File: src/rtl/sr_latch_pkg.sv
// Shared types and constants for the NAND SR latch driver.
// Holds the controller state encoding and the feedback synchronizer depth.
package sr_latch_pkg;

    typedef enum logic [1:0] {
        IDLE   = 2'd0,
        DRIVE  = 2'd1,
        VERIFY = 2'd2,
        GAP    = 2'd3
    } state_t;

    localparam int SYNC_STAGES = 2;

    function automatic int max3(
        input int a,
        input int b,
        input int c
    );
        int m;
        m = (a > b) ? a : b;
        return (m > c) ? m : c;
    endfunction

endpackage

File: src/rtl/sr_latch_driver_sync.sv
// Two-flop synchronizer bringing the latch Q into the clk domain.
// Cleared by rst so the controller never sees a stale Q after reset.
module sync_2ff
    import sr_latch_pkg::*;
(
    input  logic i_clk,
    input  logic i_rst,
    input  logic i_d,
    output logic o_q
);

    logic [SYNC_STAGES-1:0] r_sync;

    // shift the asynchronous input through the synchronizer chain
    always_ff @(posedge i_clk or posedge i_rst) begin
        if (i_rst) begin
            r_sync <= '0;
        end else begin
            r_sync <= {r_sync[SYNC_STAGES-2:0], i_d};
        end
    end

    assign o_q = r_sync[SYNC_STAGES-1];

endmodule

File: src/rtl/sr_latch_driver.sv
// Drives active-low s_n/r_n of a NAND SR latch from a valid/ready command.
// Optional SR_DRIVER_SKIP_EN: skip the pulse when Q already equals the target.
module sr_latch_driver
    import sr_latch_pkg::*;
#(
    parameter int PULSE_CYCLES   = 4,
    parameter int GAP_CYCLES     = 2,
    parameter int TIMEOUT_CYCLES = 16
) (
    input  logic clk,
    input  logic rst,
    input  logic cmd_valid,
    output logic cmd_ready,
    input  logic cmd_set,
    output logic s_n,
    output logic r_n,
    input  logic q_fb,
    output logic done,
    output logic err
);

    localparam int CNT_MAX = max3(PULSE_CYCLES, GAP_CYCLES, TIMEOUT_CYCLES);
    localparam int CNT_W   = $clog2(CNT_MAX) + 1;

    localparam logic [CNT_W-1:0] PULSE_LAST   = CNT_W'(PULSE_CYCLES - 1);
    localparam logic [CNT_W-1:0] GAP_LAST     = CNT_W'(GAP_CYCLES - 1);
    localparam logic [CNT_W-1:0] TIMEOUT_LAST = CNT_W'(TIMEOUT_CYCLES);

    state_t           r_state;
    state_t           w_state_nxt;
    logic [CNT_W-1:0] r_cnt;
    logic [CNT_W-1:0] w_cnt_nxt;
    logic             r_target;
    logic             w_target_nxt;
    logic             r_s_n;
    logic             r_r_n;
    logic             w_s_n_nxt;
    logic             w_r_n_nxt;
    logic             r_done;
    logic             r_err;
    logic             w_done_nxt;
    logic             w_err_nxt;
    logic             w_hs;
    logic             w_q_sync;

    sync_2ff u_sync (
        .i_clk (clk),
        .i_rst (rst),
        .i_d   (q_fb),
        .o_q   (w_q_sync)
    );

    assign cmd_ready = (r_state == IDLE);
    assign w_hs      = cmd_valid & cmd_ready;

    // next state, counter, target and output strobes
    always_comb begin
        w_state_nxt  = r_state;
        w_cnt_nxt    = r_cnt + CNT_W'(1);
        w_target_nxt = r_target;
        w_done_nxt   = 1'b0;
        w_err_nxt    = 1'b0;
        unique case (r_state)
            IDLE: begin
                w_cnt_nxt = '0;
                if (w_hs) begin
                    w_target_nxt = cmd_set;
`ifdef SR_DRIVER_SKIP_EN
                    if (cmd_set == w_q_sync) begin
                        w_state_nxt = GAP;
                        w_done_nxt  = 1'b1;
                    end else begin
                        w_state_nxt = DRIVE;
                    end
`else
                    w_state_nxt = DRIVE;
`endif
                end
            end
            DRIVE: begin
                if (r_cnt == PULSE_LAST) begin
                    w_state_nxt = VERIFY;
                    w_cnt_nxt   = '0;
                end
            end
            VERIFY: begin
                if (w_q_sync == r_target) begin
                    w_state_nxt = GAP;
                    w_cnt_nxt   = '0;
                    w_done_nxt  = 1'b1;
                end else if (r_cnt == TIMEOUT_LAST) begin
                    w_state_nxt = GAP;
                    w_cnt_nxt   = '0;
                    w_err_nxt   = 1'b1;
                end
            end
            GAP: begin
                if (r_cnt == GAP_LAST) begin
                    w_state_nxt = IDLE;
                    w_cnt_nxt   = '0;
                end
            end
            default: begin
                w_state_nxt = GAP;
                w_cnt_nxt   = '0;
            end
        endcase
        // strobes follow the next state so only one can ever be low
        w_s_n_nxt = !((w_state_nxt == DRIVE) && w_target_nxt);
        w_r_n_nxt = !((w_state_nxt == DRIVE) && !w_target_nxt);
    end

    // state, counter and registered latch strobes
    always_ff @(posedge clk or posedge rst) begin
        if (rst) begin
            r_state  <= GAP;
            r_cnt    <= '0;
            r_target <= 1'b0;
            r_s_n    <= 1'b1;
            r_r_n    <= 1'b1;
            r_done   <= 1'b0;
            r_err    <= 1'b0;
        end else begin
            r_state  <= w_state_nxt;
            r_cnt    <= w_cnt_nxt;
            r_target <= w_target_nxt;
            r_s_n    <= w_s_n_nxt;
            r_r_n    <= w_r_n_nxt;
            r_done   <= w_done_nxt;
            r_err    <= w_err_nxt;
        end
    end

    assign s_n  = r_s_n;
    assign r_n  = r_r_n;
    assign done = r_done;
    assign err  = r_err;

endmodule

File: config.mk
export PLATFORM = sky130hd
export DESIGN_NAME = sr_latch_driver
export DESIGN_NICKNAME = d
export VERILOG_FILES = /design/src/rtl/sr_latch_pkg.sv /design/src/rtl/sr_latch_driver_sync.sv /design/src/rtl/sr_latch_driver.sv
export SDC_FILE = /design/constraint.sdc
export NUM_CORES = 1
export LEC_CHECK = 0
export CORE_UTILIZATION = 30
export CTS_CLUSTER_DIAMETER = 40
export DETAILED_ROUTE_END_ITERATION = 8
export SKIP_LAST_GASP = 1
export SYNTH_ARGS = -nofsm -noshare
export SYNTH_HDL_FRONTEND = slang
export SYNTH_SLANG_ARGS = --single-unit
File: constraint.sdc
create_clock -name clk -period 3.4 [get_ports clk]
set_input_delay 0.68 -clock clk [delete_from_list [all_inputs] [get_ports clk]]
set_output_delay 0.68 -clock clk [all_outputs]
set_load 0.01 [all_outputs]
==> qor.yml <==
outcome: "finished clean"
dpl.hpwl_um: 809
cp_max_fo: 8
arrival_ns: 1.47
synth_seq_area_share: 0.550
overflow: 0
gp_congestion: 0.803
fin_tns_setup_ns: 0
vias: 448
rsz0062_at_grt: "no"
crit_slowest_cell: "dfstp_2"
grtUsageTotal: 0.117
antenna_cells: 0
max_stage_delay_ns: 0.62
dp.cells: 92
synth_nets: 65
clock-sinks: 14
num_rows: 16
power_density_mw_per_mm2: 819
avgRoutedWirePerCell_um: 12.0
syn_to_final_growth_pct: 23.1
grt_pass1_vias: 471
cts-buffers-inserted: 3
cp-end-kind: "output port"
clockBufferDepth: 2
synth-seq-cells: 14
drv_cap: 0
finalClockSkew_ns: 0.00253
drt_wl_total_um: 1150
grt_pass1_wl_um: 1990
critical_path.cell_chain: "nor2_1 -> clkdlybuf4s50_1"
hp-class: "reg2reg"
cts.htree.levels: 1
synth_cell_types: 24
critical_path_class: "reg2out"
relSlewSlack: 0.634
synth_area_per_cell_um2: 11.3
via_per_inst: 4.67
cts_tree: "yes"
cts_root_buffer: "clkbuf_4"
fin_crit_ns: 2.15
post-route-drc-count: 0
dr.first_iter.drc_count: 18
fillers: 208
die_y_um: 48.4
cts_resized: 0
stdcell_count: 96
grt_max_degree: 15
hold_ws_ns: 0.363
fmax_mhz: 465
peakVddDrop_v: 0.000245
ios: 10
postCtsSetupRepairBufs: 0
start_util: 0.322
finalMaxSlewViolations: 0
antenna_found_initial: 0
syn_inst: 57
core_area_mm2: 0.00200
hold_viol_final: 0
synth_warnings: 0
setup_violations: 0
start_kind: "register"
die_x_um: 48.4
ant_nets: 0
synth_area_um2: 646
worstMarginPinSlew_ns: 0.548
clock_latency_ns: 0.28
dr.pass1.iters: 2
fin_nets: 78
die_area_mm2: 0.00234
power_uw: 650
clk_pin_slew_worst_paths_ns: 0.09
drive_above_1_share: 0.145
port_buffers: 9
required_ns: 2.72
hold_buffers: 0
power.leakage_nw: 0.354
post-route-period-util: 0.632
## critical path: cells and delay by family (launching register included)
kind	cells	cell delay [ns]
buf+inv	1	0.48
flops	1	0.62
simple gates	1	0.09
## state kept, by name, summed over array words and instances, names as in the netlist
signal         count
r_cnt              5
r_state            2
s_n                1
r_n                1
err                1
r_target           1
u_sync.r_sync      2
done               1
## cell type report
| class | instances | area [um2] | area share |
|---|---|---|---|
| timing repair buffer | 9 | 90.1 | 0.113 |
| tap | 27 | 33.8 | 0.0425 |
| inverter | 6 | 22.5 | 0.0283 |
| sequential | 14 | 355 | 0.447 |
| clock buffer | 4 | 36.3 | 0.0457 |
| multi-input combinational | 36 | 256 | 0.323 |
## power by group
group,internal (mW),total [mW],switching [mW],leakage (nW)
Sequential,0.232,0.280,0.0487,0.172
Combinational,0.127,0.248,0.121,0.161
Clock,0.0652,0.122,0.0570,0.0210
Total,0.424,0.650,0.226,0.354
## synthesized netlist by cell type
cell type | instances | area share
a21o_1 | 1 | 0.012
or4b_4 | 1 | 0.021
nor2_1 | 6 | 0.035
and3_1 | 2 | 0.019
o22a_1 | 1 | 0.014
a211o_1 | 1 | 0.014
a31oi_1 | 1 | 0.0097
nand2_1 | 2 | 0.012
mux2i_1 | 1 | 0.016
nor3_1 | 3 | 0.023
o21ai_0 | 1 | 0.0077
xnor2_1 | 1 | 0.014
a2111oi_0 | 1 | 0.014
inv_1 | 6 | 0.035
buf_6 | 1 | 0.017
nand4bb_1 | 1 | 0.017
xor2_1 | 3 | 0.041
nand3_1 | 3 | 0.023
dfrtp_1 | 10 | 0.39
ha_1 | 3 | 0.058
o211ai_1 | 1 | 0.012
o21ai_2 | 1 | 0.014
dfstp_2 | 4 | 0.16
nor3b_1 | 2 | 0.023
## per-stage QoR
step           setup WS (ns)  area, um2   util
6_report                1.25        795  0.397
3_3_place_gp            1.58        758  0.379
4_1_cts                 1.25        795  0.397
5_1_grt                 1.19        795  0.397
2_1_floorplan           2.03        646      -
3_5_place_dp            1.57        758  0.379
## path summary, 6_finish.rpt
check | from | cells past startpoint | slack [ns] | end
worst max-delay path | r_state[1]$_DFF_PP1_ | 2 | 1.25 | cmd_ready
worst min-delay path | u_sync.r_sync[0]$_DFF_PP0_ | 0 | 0.36 | u_sync.r_sync[1]$_DFF_PP0_
worst max register to register | r_cnt[0]$_DFF_PP0_ | 5 | 1.89 | r_cnt[2]$_DFF_PP0_
worst min register to register | u_sync.r_sync[0]$_DFF_PP0_ | 0 | 0.36 | u_sync.r_sync[1]$_DFF_PP0_
max in group asynchronous | rst | 2 | 2.30 | s_n$_DFF_PP1_
min in group asynchronous | rst | 2 | 0.73 | u_sync.r_sync[0]$_DFF_PP0_
## metal layers
| metal | share of wire | track usage |
|---|---|---|
| met3 | 0.036 | 0.0220 |
| met2 | 0.47 | 0.188 |
| met1 | 0.45 | 0.124 |
| met5 | 0 | 0 |
| met4 | 0.044 | 0.123 |
## logic make-up (layout without fill, tap and decap cells)
group,Yosys count,in the layout,synth area share
DFF,14,14,0.550
AOI/OAI and AO/OA,8,8,0.0950
buffers and inverters,7,19,0.0523
adders and majority gates,3,3,0.0581
and+or+nand+nor,20,20,0.174
xor gates and xnor gates,4,4,0.0543
muxes,1,1,0.0155
## cells in the final DEF, fill, tap and decap left out
| cell type | n |
|---|---|
| a2111oi_0 | 1 |
| a211o_1 | 1 |
| a21o_1 | 1 |
| a31oi_1 | 1 |
| and3_1 | 2 |
| clkbuf_4 | 3 |
| clkbuf_8 | 1 |
| clkdlybuf4s50_1 | 9 |
| dfrtp_1 | 10 |
| dfstp_2 | 4 |
| ha_1 | 3 |
| inv_1 | 6 |
| mux2i_1 | 1 |
| nand2_1 | 2 |
| nand3_1 | 3 |
| nand4bb_1 | 1 |
| nor2_1 | 6 |
| nor3_1 | 3 |
| nor3b_1 | 2 |
| o211ai_1 | 1 |
| o21ai_0 | 1 |
| o21ai_2 | 1 |
| o22a_1 | 1 |
| or4b_4 | 1 |
| xnor2_1 | 1 |
| xor2_1 | 3 |
Power figures use the tool's default switching activity.
